**config.mk**
```make
export PLATFORM = sky130hd
export DESIGN_NAME = richards_sequencer
export DESIGN_NICKNAME = d
export VERILOG_FILES = /design/src/rtl/richards_pkg.sv /design/src/rtl/richards_state_reg.sv /design/src/rtl/richards_sequencer.sv
export SDC_FILE = /design/constraint.sdc
export NUM_CORES = 1
export LEC_CHECK = 0
export CORE_AREA = 2 2 39 41
export DETAILED_ROUTE_END_ITERATION = 10
export DIE_AREA = 0 0 41 43
export PLACE_DENSITY = 0.65
export SLEW_MARGIN = 25
export SYNTH_ARGS = -nofsm -noshare
export SYNTH_HDL_FRONTEND = slang
export SYNTH_SLANG_ARGS = --single-unit
```
**constraint.sdc**
```tcl
create_clock -name clk -period 3.5 [get_ports clk]
set_clock_uncertainty 0.15 [all_clocks]
set_input_delay 0.7 -clock clk [delete_from_list [all_inputs] [get_ports clk]]
set_output_delay 0.7 -clock clk [all_outputs]
set_load 0.01 [all_outputs]
```
**src/rtl/richards_pkg.sv**
```systemverilog
// Shared constants for the Richards microsequencer: select codes and the
// default divider-control tables for the 3-bit, 3-condition build.
package richards_pkg;

  localparam int DEF_STATE_W  = 3;
  localparam int DEF_NUM_COND = 3;

  localparam logic [2:0] NEVER     = 3'd0;
  localparam logic [2:0] ALWAYS    = 3'd1;
  localparam logic [2:0] COND_BASE = 3'd2;

  // Tables are packed with state 0 in the least significant slot.
  localparam logic [23:0] DEF_COND_SEL = {
    COND_BASE,          // 7: go
    NEVER,              // 6
    COND_BASE + 3'd2,   // 5: cnt_nonzero
    NEVER,              // 4
    NEVER,              // 3
    NEVER,              // 2
    COND_BASE + 3'd1,   // 1: divisor_nonzero
    COND_BASE           // 0: go
  };

  localparam logic [7:0] DEF_COND_POL = 8'b0000_0011;

  localparam logic [23:0] DEF_JUMP_TGT = {
    3'd7, 3'd0, 3'd3, 3'd0, 3'd0, 3'd0, 3'd3, 3'd0
  };

endpackage

```
**src/rtl/richards_state_reg.sv**
```systemverilog
// Falling-edge state counter: async active-low reset, then load > hold > increment.
module richards_state_reg #(
  parameter int STATE_W = 3
) (
  input  logic               clk,
  input  logic               reset,
  input  logic               load,
  input  logic [STATE_W-1:0] load_value,
  input  logic               hold,
  output logic [STATE_W-1:0] count
);

  localparam logic [STATE_W-1:0] ONE = STATE_W'(1);

  always_ff @(negedge clk or negedge reset) begin
    if (!reset) begin
      count <= '0;
    end else if (load) begin
      count <= load_value;
    end else if (!hold) begin
      count <= count + ONE;
    end else begin
      count <= count;
    end
  end

endmodule

```
**src/rtl/richards_sequencer.sv**
```systemverilog
// Table-driven microsequencer: each state either conditionally jumps to its
// target or steps to the next state, with stall, restart and illegal-state recovery.
module richards_sequencer
  import richards_pkg::*;
#(
  parameter int STATE_W    = DEF_STATE_W,
  parameter int LAST_STATE = 7,
  parameter int NUM_COND   = DEF_NUM_COND,
  localparam int NUM_STATES = 2 ** STATE_W,
  localparam int SEL_W      = $clog2(NUM_COND + 2),
  parameter logic [NUM_STATES*SEL_W-1:0]   COND_SEL = DEF_COND_SEL,
  parameter logic [NUM_STATES-1:0]         COND_POL = DEF_COND_POL,
  parameter logic [NUM_STATES*STATE_W-1:0] JUMP_TGT = DEF_JUMP_TGT
) (
  input  logic                  clk,
  input  logic                  reset,
  input  logic [NUM_COND-1:0]   cond,
  input  logic                  restart,
  input  logic                  stall,
  output logic [STATE_W-1:0]    state,
  output logic [NUM_STATES-1:0] state_oh,
  output logic                  jumped,
  output logic                  err
);

  localparam logic [STATE_W-1:0] LAST_Q = STATE_W'(LAST_STATE);

  logic [(2**SEL_W)-1:0] ext_pad;
  logic [SEL_W-1:0]      sel;
  logic [STATE_W-1:0]    tgt;
  logic [STATE_W-1:0]    load_value;
  logic                  take;
  logic                  illegal;
  logic                  at_last;
  logic                  load;

  // Unused select codes land on zero padding, so they behave as "never".
  always_comb begin
    ext_pad = '0;
    ext_pad[NUM_COND+1:0] = {cond, 1'b1, 1'b0};
  end

  assign sel     = COND_SEL[int'(state)*SEL_W +: SEL_W];
  assign tgt     = JUMP_TGT[int'(state)*STATE_W +: STATE_W];
  assign take    = ext_pad[sel] ^ COND_POL[int'(state)];
  assign at_last = (state == LAST_Q);

  if (LAST_STATE < NUM_STATES - 1) begin : g_illegal
    assign illegal = (state > LAST_Q);
  end else begin : g_no_illegal
    assign illegal = 1'b0;
  end

  assign load = restart | illegal | (~stall & (take | at_last));

  always_comb begin
    if (restart | illegal) begin
      load_value = '0;
    end else if (take) begin
      load_value = tgt;
    end else begin
      load_value = '0;
    end
  end

  richards_state_reg #(
    .STATE_W (STATE_W)
  ) u_state_reg (
    .clk        (clk),
    .reset      (reset),
    .load       (load),
    .load_value (load_value),
    .hold       (stall),
    .count      (state)
  );

  // jumped reflects only the edge just taken; err is sticky until reset.
  always_ff @(negedge clk or negedge reset) begin
    if (!reset) begin
      jumped <= 1'b0;
      err    <= 1'b0;
    end else begin
      jumped <= ~restart & ~illegal & ~stall & take;
      err    <= err | illegal;
    end
  end

  always_comb begin
    state_oh = '0;
    if (!illegal) begin
      state_oh[state] = 1'b1;
    end else begin
      state_oh = '0;
    end
  end

endmodule

```
==> results.py <==
metrics = {
    "outcome": {
        "outcome": "finished, violations left",
        "violations": "negative setup slack",
    },
    "floorplanning": {
        "ios": 20,
        "die_h_um": 43,
        "design.core.area_sq_um": 1384,
        "fp-row-count": 14,
        "die_w_um": 41,
        "die_area_sq_um": 1763,
        "initial_core_util": 0.3101,
    },
    "pwr": {
        "power_frac_seq": 0.098,
        "power.share.clock": 0.071,
        "netSwitchingPower_uw": 331.2,
        "ir_worst_vdd_v": 0.0004003,
        "sw_frac_of_total": 0.3878,
        "p_int_uw": 522.9,
        "pwr_density_cell_nw_per_um2": 789.2,
        "p_leak_nw": 0.5149,
        "power.total_uw": 854.2,
        "power_frac_comb": 0.831,
    },
    "sta": {
        "finalSetupViolCount": 15,
        "finalMaxSlewViolations": 0,
        "hold_ws_ns": 0.7196,
        "layout_setup_ws_ns": -0.3339,
        "tns_ns": -3.482,
        "final_hold_viol_count": 0,
        "rsz0062_at_grt": "true",
    },
    "global_route": {
        "grt.overflow.total": 0,
        "grt_max_degree": 8,
        "antenna_found_initial": 0,
        "grt_pass1_wl_mm": 2.622,
        "grt_usage": 0.2195,
        "grt_pass1_vias": 634,
    },
    "route": {
        "routed_via_density": 5.104,
        "drtAntennaViolNets": 0,
        "wl_per_cell_um": 14.04,
        "vias": 638,
        "drc_errors": 0,
        "drt_iter0_drc": 5,
        "dr.pass1.iters": 2,
        "wl_mm": 1.755,
    },
    "final_layout": {
        "fin_area_sq_um": 1082,
        "final_net_count": 121,
        "fin_cells": 125,
        "nFillCells": 85,
        "fin_util": 0.7821,
        "syn2layout_area_growth_pct": 152.2,
        "insertedDiodeCount": 0,
        "drive_above_1_share": 0.6606,
    },
    "clocking": {
        "cts_max_path_buffers": 2,
        "insertion_delay_ns": 0.26,
        "cts_tree": "done",
        "clk_pin_slew_ns": 0.03,
        "clock_sinks": 4,
        "htree_levels": 1,
        "hold_buffers": 0,
        "cts_made_buffers": 3,
        "root_buffer": "clkbuf_4",
    },
    "yosys": {
        "synth_cells": 52,
        "synth_common_cells": "a31oi_1, dfrtn_1, nor3_1",
        "yosysWarnings": 0,
        "yosysSeqAreaShare": 0.2332,
        "synth_edf_count": 0,
        "ys_types": 29,
        "ys_seq_elements": 4,
        "netlist_area_sq_um": 429.2,
        "ys.flop_type": "dfrtn_1",
        "synthArstFlopShare": 1.000,
        "synth.top_cell.area_share": 0.2332,
        "syn_nets": 62,
        "synth_top_area_cell": "dfrtn_1",
        "ys_top_cells_by_area": "dfrtn_1, ha_1, a31oi_1, nor3_1, nor2b_1",
        "syn_area_per_cell_sq_um": 8.253,
    },
    "placed_design": {
        "place_inst": 102,
        "gp_congestion": 0.7962,
        "io_buffers": 18,
        "dpl.hpwl_um": 946.3,
        "postPlaceCellArea_sq_um": 789.5,
        "pre_cts_slack_ns": -0.8433,
    },
    "worst_setup_path": {
        "crit_required_ns": 1.70,
        "critPathMaxFanout": 2,
        "worstReg2RegStart": "u_state_reg.count[0]",
        "r2r_slack_ns": 0.49,
        "r2r-end": "u_state_reg.count[2]",
        "startpoint_type": "primary input",
        "path_class": "in -> reg",
        "r2r_cells": 11,
        "worstPathArrival_ns": 2.03,
        "cp-end-kind": "register",
    },
    "min_path": {
        "hold_class": "reg -> reg",
        "hold_depth": 5,
        "min_from": "u_state_reg.count[2]",
        "min_to": "u_state_reg.count[2]",
    },
    "flow_run": {
        "maxCapViolCount": 0,
    },
}
[cell type report]
cell class	count	area, sq um	area share
Sequential cell	4	100.1	0.09249
Timing Repair Buffer	57	518.0	0.4786
Clock buffer	3	22.52	0.02081
Multi-Input combinational cell	42	402.9	0.3723
Inverter	3	18.77	0.01734
Tap cell	16	20.02	0.01850
[critical path, stage by stage]
cell and delay [ns]:
buf_6 0.09, o31a_1 0.26, or4_4 0.54, and4b_1 0.19, o31a_1 0.26
[worst max-delay path by stage]
stage / slack, ns / to / from
after floorplan: -0.42 / u_state_reg.count[2] / cond[0]
after global placement: -0.84 / u_state_reg.count[2] / cond[1]
after detailed placement: -0.84 / u_state_reg.count[2] / cond[1]
after CTS: -0.39 / u_state_reg.count[2] / cond[1]
after global routing: -0.37 / state_oh[2] / u_state_reg.count[1]
final: -0.33 / u_state_reg.count[2] / cond[1]
[logic make-up (layout without fill, tap and decap cells)]
| logic type | Yosys count | after routing | synth area share |
|---|---|---|---|
| compound gates | 17 | 17 | 0.2915 |
| mux | 1 | 1 | 0.02332 |
| fa+ha+maj | 3 | 3 | 0.08747 |
| simple gates | 20 | 20 | 0.2945 |
| flops | 4 | 4 | 0.2332 |
| buf+inv | 6 | 63 | 0.06124 |
| other cells | 1 | 1 | 0.008738 |
[flip-flops by register name, summed over array words and instances (netlist names)]
signal	count
jumped	1
u_state_reg.count	3
[per-layer routing]
metal / track usage / up-vias / wire [um]
met4: 0.08000 / 0 / 34
met3: 0.06283 / 4 / 57
li1: - / 317 / -
met1: 0.2500 / 300 / 688
met5: 0 / - / 0
met2: 0.3656 / 17 / 975
[timing repair]
item,CTS,global route
pin swaps,11,10
gates cloned,0,0
endpoints found under the hold margin,0,0
setup endpoints to repair,16,16
gates resized for setup,81,14
buffers inserted,20,3
[power groups by stage]
stage          Clock [mW]  Combinational [mW]  Sequential, mW
6_report           0.0606               0.709          0.0841
5_1_grt            0.0708               0.762          0.0852
4_1_cts            0.0591               0.632          0.0803
3_5_place_dp            0               0.426          0.0882
3_3_place_gp            0               0.424          0.0879
2_1_floorplan           0               0.200          0.0961
[placed cells by master, fill, tap and decap left out, types with 2 or more instances in the layout]
| master | netlist | final |
|---|---|---|
| nor3_4 | 0 | 2 |
| clkdlybuf4s15_1 | 0 | 2 |
| nor3_2 | 0 | 2 |
| nor2b_1 | 3 | 2 |
| and3_4 | 0 | 3 |
| nand2b_1 | 2 | 2 |
| o211ai_1 | 2 | 2 |
| o31a_1 | 2 | 2 |
| clkbuf_4 | 0 | 3 |
| buf_6 | 0 | 23 |
| buf_4 | 1 | 24 |
| clkdlybuf4s50_1 | 0 | 3 |
| dfrtn_1 | 4 | 4 |
| ha_1 | 3 | 3 |
| a31oi_1 | 4 | 3 |
| nor2_1 | 3 | 2 |
| or4_4 | 1 | 2 |
| buf_2 | 0 | 4 |
No activity file was read; power rests on OpenSTA's default activity.
